[config.mk]
export PLATFORM = sky130hd
export DESIGN_NAME = cnn_layer_accel_input_loader
export DESIGN_NICKNAME = d
export VERILOG_FILES = /design/src/rtl/cnn_layer_accel_input_loader.sv
export SDC_FILE = /design/constraint.sdc
export NUM_CORES = 1
export LEC_CHECK = 0
export ABC_AREA = 1
export ABC_CLOCK_PERIOD_IN_PS = 5400
export BUFFER_PORTS_ARGS = -buffer_cell sky130_fd_sc_hd__buf_2
export CORE_MARGIN = 10
export CORE_UTILIZATION = 60
export CTS_BUF_LIST = sky130_fd_sc_hd__clkbuf_4
export CTS_CLUSTER_DIAMETER = 50
export DETAILED_ROUTE_END_ITERATION = 12
export PLACE_DENSITY = 0.8
export SYNTH_ARGS = -nofsm -noshare
export SYNTH_HDL_FRONTEND = slang
export SYNTH_SLANG_ARGS = --single-unit
export TNS_END_PERCENT = 20
[constraint.sdc]
create_clock -name clk_500MHz -period 5.4 [get_ports clk_500MHz]
set_input_delay 1.35 -clock clk_500MHz [delete_from_list [all_inputs] [get_ports clk_500MHz]]
set_output_delay 1.35 -clock clk_500MHz [all_outputs]
set_load 0.02 [all_outputs]
[src/rtl/cnn_layer_accel_input_loader.sv]
// Front-end feeder for cnn_layer_accel_octo: emits the generated sequence-word table on datain,
// then forwards the input map's raster pixel stream, one run per accepted start pulse.
module cnn_layer_accel_input_loader #(
    parameter int C_PIXEL_WIDTH    = 16,
    parameter int C_SEQ_DATA_WIDTH = 13,
    parameter int C_DIM_WIDTH      = 10,
    parameter int C_DATAIN_WIDTH   = (C_PIXEL_WIDTH > C_SEQ_DATA_WIDTH) ? C_PIXEL_WIDTH : C_SEQ_DATA_WIDTH
) (
    input  logic                        clk_500MHz,
    input  logic                        rst_n,
    input  logic                        start,
    input  logic [C_DIM_WIDTH-1:0]      cfg_rows,
    input  logic [C_DIM_WIDTH-1:0]      cfg_cols,
    input  logic [C_DIM_WIDTH-1:0]      cfg_kernel,
    input  logic [C_PIXEL_WIDTH-1:0]    pix_in_data,
    input  logic                        pix_in_valid,
    output logic                        pix_in_rdy,
    output logic [C_DATAIN_WIDTH-1:0]   datain,
    output logic                        datain_valid,
    output logic                        seq_datain_tag,
    input  logic                        seq_datain_rdy,
    output logic                        pixel_datain_tag,
    input  logic                        pixel_datain_rdy,
    output logic                        busy,
    output logic                        done,
    output logic                        cfg_err
);

    typedef enum logic [1:0] {S_IDLE, S_SEQ, S_PIX, S_DONE} state_t;

    localparam logic [C_DIM_WIDTH-1:0] DIM_ONE = 1;
    localparam logic [C_DIM_WIDTH:0]   GRP_ONE = 1;

    state_t                      state;
    logic [C_DIM_WIDTH-1:0]      rows_q;
    logic [C_DIM_WIDTH-1:0]      cols_q;
    logic [C_DIM_WIDTH:0]        groups_q;
    logic [C_DIM_WIDTH:0]        grp;
    logic [2:0]                  widx;
    logic [9:0]                  seq0, seq1, seq2, seq3, seq4;
    logic                        p_a, p_b, step;
    logic [C_DIM_WIDTH-1:0]      row, col;
    logic                        pix_all;

    logic                        seq_xfer, pix_xfer, pix_acc, seq_more, cfg_bad;
    logic [C_SEQ_DATA_WIDTH-1:0] seq_word;
    logic [C_DATAIN_WIDTH-1:0]   seq_ext, pix_ext;

    assign seq_xfer   = datain_valid & seq_datain_tag & seq_datain_rdy;
    assign pix_xfer   = datain_valid & pixel_datain_tag & pixel_datain_rdy;
    assign pix_in_rdy = (state == S_PIX) & ~pix_all & (~datain_valid | pixel_datain_rdy);
    assign pix_acc    = pix_in_valid & pix_in_rdy;
    assign seq_more   = (grp != groups_q);
    assign cfg_bad    = (cfg_kernel == '0) | (cfg_kernel > cfg_rows) | (cfg_kernel > cfg_cols);

    // Word {RM, RST, P, SEQ} for the current position within the group being emitted.
    always_comb begin
        seq_word = '0;
        case (widx)
            3'd0:    seq_word = {1'b0, 1'b1, p_a, seq0};
            3'd1:    seq_word = {1'b0, 1'b0, p_b, seq1};
            3'd2:    seq_word = {3'b000, seq2};
            3'd3:    seq_word = {3'b000, seq3};
            default: seq_word = {3'b100, seq4};
        endcase
        seq_ext = '0;
        seq_ext[C_SEQ_DATA_WIDTH-1:0] = seq_word;
        pix_ext = '0;
        pix_ext[C_PIXEL_WIDTH-1:0] = pix_in_data;
    end

    // The output register doubles as the one-deep skid slot for both word kinds.
    always_ff @(posedge clk_500MHz or negedge rst_n) begin
        if (!rst_n) begin
            state            <= S_IDLE;
            datain           <= '0;
            datain_valid     <= 1'b0;
            seq_datain_tag   <= 1'b0;
            pixel_datain_tag <= 1'b0;
            busy             <= 1'b0;
            done             <= 1'b0;
            cfg_err          <= 1'b0;
            rows_q           <= '0;
            cols_q           <= '0;
            groups_q         <= '0;
            grp              <= '0;
            widx             <= '0;
            seq0             <= '0;
            seq1             <= '0;
            seq2             <= '0;
            seq3             <= '0;
            seq4             <= '0;
            p_a              <= 1'b0;
            p_b              <= 1'b0;
            step             <= 1'b0;
            row              <= '0;
            col              <= '0;
            pix_all          <= 1'b0;
        end else begin
            cfg_err <= 1'b0;
            done    <= 1'b0;
            case (state)
                S_IDLE: begin
                    if (start) begin
                        if (cfg_bad) begin
                            cfg_err <= 1'b1;
                        end else begin
                            state    <= S_SEQ;
                            busy     <= 1'b1;
                            rows_q   <= cfg_rows;
                            cols_q   <= cfg_cols;
                            groups_q <= {1'b0, cfg_cols} - {1'b0, cfg_kernel} + GRP_ONE;
                            grp      <= '0;
                            widx     <= '0;
                            seq0     <= 10'd0;
                            seq1     <= 10'd2;
                            seq2     <= 10'd512;
                            seq3     <= 10'd513;
                            seq4     <= 10'd514;
                            p_a      <= 1'b1;
                            p_b      <= 1'b0;
                            step     <= 1'b0;
                            row      <= '0;
                            col      <= '0;
                            pix_all  <= 1'b0;
                        end
                    end
                end
                S_SEQ: begin
                    if ((!datain_valid || seq_xfer) && seq_more) begin
                        datain         <= seq_ext;
                        datain_valid   <= 1'b1;
                        seq_datain_tag <= 1'b1;
                        if (widx == 3'd4) begin
                            // Group complete: derive the next group's words from this one.
                            widx <= '0;
                            grp  <= grp + GRP_ONE;
                            seq0 <= seq0 + 10'd1;
                            seq1 <= seq1 + (step ? 10'd2 : 10'd0);
                            seq2 <= seq2 + 10'd1;
                            seq3 <= seq3 + 10'd1;
                            seq4 <= seq4 + 10'd1;
                            p_a  <= ~p_a;
                            p_b  <= ~p_b;
                            step <= ~step;
                        end else begin
                            widx <= widx + 3'd1;
                        end
                    end else if (seq_xfer) begin
                        datain_valid   <= 1'b0;
                        seq_datain_tag <= 1'b0;
                        state          <= S_PIX;
                    end
                end
                S_PIX: begin
                    if (pix_acc) begin
                        datain           <= pix_ext;
                        datain_valid     <= 1'b1;
                        pixel_datain_tag <= 1'b1;
                        if (col == cols_q - DIM_ONE) begin
                            col <= '0;
                            row <= row + DIM_ONE;
                            if (row == rows_q - DIM_ONE) begin
                                pix_all <= 1'b1;
                            end
                        end else begin
                            col <= col + DIM_ONE;
                        end
                    end else if (pix_xfer) begin
                        datain_valid     <= 1'b0;
                        pixel_datain_tag <= 1'b0;
                        if (pix_all) begin
                            state <= S_DONE;
                            busy  <= 1'b0;
                            done  <= 1'b1;
                        end
                    end
                end
                S_DONE: begin
                    state <= S_IDLE;
                end
                default: begin
                    state <= S_IDLE;
                end
            endcase
        end
    end

endmodule

Yosys cells after proc, flatten, opt, wreduce, memory -nomap -nowiden
Index checks and enable logic that the tools add are counted.

operators by class
  multiplexer cells = 87
  bitwise logic cells = 16
  reductions and logical operators = 23
  equal/unequal tests = 24
  order comparisons = 2
  add/sub/neg operators = 13

operators by type and width
  operator                 count
  $mux W10                 24
  $pmux W10 S2             7
  $add A10 B1 Y10 const B  6
  $pmux W13 S4             1
  $mux W11                 4
  $mux W16                 2
  $pmux W16 S2             1
  $mux W1                  27
  $add A11 B1 Y11 const B  2
  $pmux W11 S2             1
  $eq A10 B10 Y1           2
  $gt A10 B10 Y1           2
  $ne A2 B2 Y1 const B     10
  $sub A10 B1 Y10 const B  2
  $mux W2                  8
  $mux W3                  4
  $pmux W1 S2              6
  $reduce_and A6 Y1        2
  $ne A11 B11 Y1           1
  $sub A10 B10 Y11         1
  $add A10 B2 Y10          1
  $logic_not A10 Y1        1
  $reduce_and A5 Y1        2
  $reduce_bool A2 Y1       5
  other kinds (22)         43

word-level totals
  register bits after elaboration = 143
  input bits = 52
  output and inout port bits = 23
  word-level logic and storage cells = 189

Longest topological paths before layout
  depth after elaboration = 6
  mapped depth = 18
  depth with buffers taken out = 16

Worst setup path before layout
Ideal clock, no wire load.

  path kind = input -> register
  start = input cfg_cols[1]
  end = register groups_q[7]
  slack = 2.184 ns
  data required time = 5.323 ns
  arrival time = 3.138 ns
  setup time = 0.077 ns
  buffers on the path = 0
  stages on the path = 12
  cells stage by stage = inv_1 ha_1 inv_1 ha_1 inv_1 fa_1 o21ai_0 a21oi_1 nor2_1 nor2_1 xor2_1 a21oi_1

between the ends
  cells in the longest elaborated chain, start to end = 4
  elaborated cells on any way between the ends = 6
  those cells by class = 2 x add/sub; 1 x order compare; 2 x bitwise; 1 x reduce/logical

ends and longest elaborated chain
  item                                                                      line  text
  from (decl)                                                               13    input logic [C_DIM_WIDTH-1:0] cfg_cols,
  parallel branches: the longest is 4 deep, another holds $sub A10 B10 Y11  --
  to (signal assigned)                                                      112   groups_q <= {1'b0, cfg_cols} - {1'b0, cfg_kernel} + GRP_ONE;
  to (decl)                                                                 37    logic [C_DIM_WIDTH:0] groups_q;

Parallel ways; which one is timed is not known.
A chain may end at the register's enable or synchronous reset.

Worst setup path after layout
  start = input cfg_cols[9]
  end = register seq4[4]

between the ends
  cells in the longest elaborated chain, start to end = 4

ends and longest elaborated chain
  item                                line  text
  $gt A10 B10 Y1                      54    assign cfg_bad = (cfg_kernel == '0) | (cfg_kernel > cfg_rows) | (cfg_kernel > cfg_cols);
  $or A1 B1 Y1                        54
  $ne A2 B2 Y1 (no source line)       --
  $reduce_and A5 Y1 (no source line)  --
  to (signal assigned)                142   seq4 <= seq4 + 10'd1;
  to (decl)                           40    logic [9:0] seq0, seq1, seq2, seq3, seq4;

Every way passes these cells.

==> metrics.md <==
| Metric | Value |
|---|---|
| Average size of a mapped cell | `7.355 um2` |
| Mapped Cells | `1289` |
| Seq pwr share | `36.7%` |
| Share of the synthesized area in the top cell type | `37.48%` |
| Endpoint type of the worst setup path | `register` |
| Vias in the first global route | `7862` |
| Period utilization | `61.74%` |
| GRT Util Overall | `20.89%` |
| LEAKAGE | `4.986 nW` |
| Compound-cell area share of the yosys netlist | `11.26%` |
| Initial core utilization | `61.68%` |
| Area growth syn-to-layout | `8.143%` |
| Yosys top cell by area | `dfrtp_1` |
| Synthesized Nets | `1401` |
| Sw frac | `47.14%` |
| Worst Skew | `16.34 ps` |
| Synth Area in Simple Gates | `28.92%` |
| Post-route cell area | `10250 um2` |
| Worst Hold Class | `register to register` |
| Slew Viols, Final | `0` |
| Min Tclk post-route | `3334 ps` |
| Hold Vio Cnt, Final | `0` |
| Synth Register Bits | `142` |
| WP data arrival | `3770 ps` |
| Final wirelength | `22210 um` |
| Clk buf depth | `2` |
| XOR/XNOR share of the synthesized area | `5.913%` |
| Startpoint Class | `primary input` |
| Post-CTS setup buffer count | `0` |
| Setup_tns | `0 ps` |
| Clk pwr share | `16.7%` |
| Synth top cells by count | `nand2_1, dfrtp_1, inv_1` |
| Worst R2R Start | `state[1]` |
| Status | `finished clean` |
| Clock-pin slew on the worst setup and hold paths | `130 ps` |
| Total gr overflow | `0` |
| Fraction of registers with async set/reset | `100.0%` |
| DR iter-0 viols | `659` |
| # hold bufs at CTS | `0` |
| Gp weighted congestion | `0.9187` |
| YS warnings | `0` |
| Multiplexer share of the synthesized area | `0.4223%` |
| Drt pass-1 iters | `5` |
| CORE AREA | `15370 um2` |
| RSZ-0062 raised after global routing | `false` |
| Slew Limit Headroom | `33.66%` |
| EDFF count, synth | `0` |
| Largest reg by FF count | `datain` |
| Hold Slack | `487.0 ps` |
| Num CTS Buffers | `17` |
| Share of cells above drive strength 1 | `11.60%` |
| Post-cts resize count | `0` |
| Top-count cell post-synth | `nand2_1` |
| Largest regs | `datain: 16 flops, groups_q: 11 flops, grp: 11 flops` |
| Via/cell ratio | `5.388` |
| Sequential fraction of the synthesis area | `37.48%` |
| CTS tree | `built` |
| I/O pin count | `75` |
| Max H-tree Level | `4` |
| Critical Path RT | `5840 ps` |
| Main combinational cell family by area after synthesis | `simple AND/OR/NAND/NOR gates` |
| Crit path launch | `cfg_cols[9]` |
| Fmax | `299.9 MHz` |
| Worst-path fanout max | `90` |
| PortBufs | `74` |
| Critical path class | `primary input to register` |
| Yosys cell types | `45` |
| Die area | `21230 um2` |
| NumNets Final | `1454` |
| Ys flop type | `dfrtp_1` |
| Pin count of the biggest net entering global routing | `91` |
| Residual DRC count | `0` |
| Hold Crit Start | `datain[1]` |
| Comb pwr share | `46.7%` |
| Worst vdd ir | `0.0002344 V` |
| Internal power | `2.303 mW` |
| Pwr/cell area | `424.9 nW/um2` |
| Clk sink count | `142` |
| Rows | `45` |
| Mapped Area | `9480 um2` |
| Actual slew at the worst max-slew pin | `995.2 ps` |
| Max reg flops | `16` |
| DRT antenna net count | `0` |
| Vias post-DR | `8437` |
| WL/cell | `14.18 um` |
| Switching power | `2.054 mW` |
| Synth top area cells | `dfrtp_1, nand2_1, ha_1` |
| Initial antenna violation count | `1` |
| Chip Height | `145.7 um` |
| Post-Synth Adder-Cell Area | `7.998%` |
| Max-cap violations | `0` |
| Global-route wire length before repair | `37720 um` |
| Clock Tree Root | `clkbuf_4` |
| Post-DP Area | `9955 um2` |
| Final setup violation count | `0` |
| Worst skew pair latency | `560 ps` |
| Power, Total | `4.357 mW` |
| Chip width | `145.7 um` |
| Post-DP HPWL | `16500 um` |
## critical path, cell delays in order
cell	delay [ps]
buf_2	90
inv_1	50
ha_1	330
nand2_1	110
inv_1	50
a21oi_1	150
nand3_1	90
nand2_1	110
nand3_1	200
nand2_1	160
inv_2	70
nor2_4	140
nand3_4	310
buf_12	350
nand2_1	90
o21ai_0	80
## cell usage in the layout, fill, tap and decap left out, types with 4 or more instances in the layout
cell,instances
nand4_1,28
nor3_1,15
dfrtp_1,142
buf_4,4
nand3b_1,4
xnor2_1,7
xor2_1,57
o21ai_0,88
nand2_1,365
nor2_2,5
or2_2,31
nand3_1,89
ha_1,58
mux2i_1,4
o21ai_1,49
inv_1,139
a21oi_1,35
buf_2,73
a221oi_1,8
nor4_1,5
nor2_1,86
clkbuf_4,17
## per-stage QoR
step	setup slack (ps)	std cells	utilization [%]
3_3_place_gp	1607	1534	64.76
3_5_place_dp	1502	1534	64.76
2_1_floorplan	2184	1289	-
5_1_grt	1810	1566	66.70
4_1_cts	2115	1565	66.68
6_report	2066	1566	66.70
## per-layer routing
layer	vias up	share of wire (%)	global-route usage, %
met1	3918	47	28.80
met2	204	47	33.05
met4	0	1.1	5.460
met3	25	5.1	3.695
li1	4290	-	-
met5	-	0	0
## cell type report
cell class / count / area, um2
antenna: 1 / 2.502
tap: 211 / 264.0
fill: 1331 / 5119
sequential: 142 / 3553
inverter: 142 / 533.0
clock buffer: 17 / 127.6
clock inverter: 14 / 167.7
multi-input combinational: 960 / 5177
timing repair buffer: 79 / 426.7
## final timing paths
path                             end  slack [ps]  cells past startpoint
setup / recovery             seq4[4]        2070                     16
hold / removal             datain[1]         490                      2
setup reg to reg             seq4[4]        2480                      6
hold reg to reg            datain[1]         490                      2
max in group asynchronous     grp[8]        3660                      2
min in group asynchronous  rows_q[1]         750                      1
## kinds of logic (layout without fill, tap and decap cells)
family                   Yosys count  count (layout)
AND/OR/NAND/NOR                  635             635
adder cells (fa/ha/maj)           60              60
XOR/XNOR                          64              64
flip-flops                       142             142
buffers and inverters            187             252
AO/OA/AOI/OAI                    197             197
multiplexers                       4               4
other                              0               1
## power by group through the flow
stage                     clock, mW  sequential [mW]  combinational [mW]
after floorplan                   0             1.62                1.54
after global placement            0             1.60                1.97
after detailed placement          0             1.62                2.03
after CTS                     0.741             1.59                2.03
after global routing          0.785             1.64                2.34
final                         0.726             1.60                2.03
No activity file was read; power rests on OpenSTA's default activity.
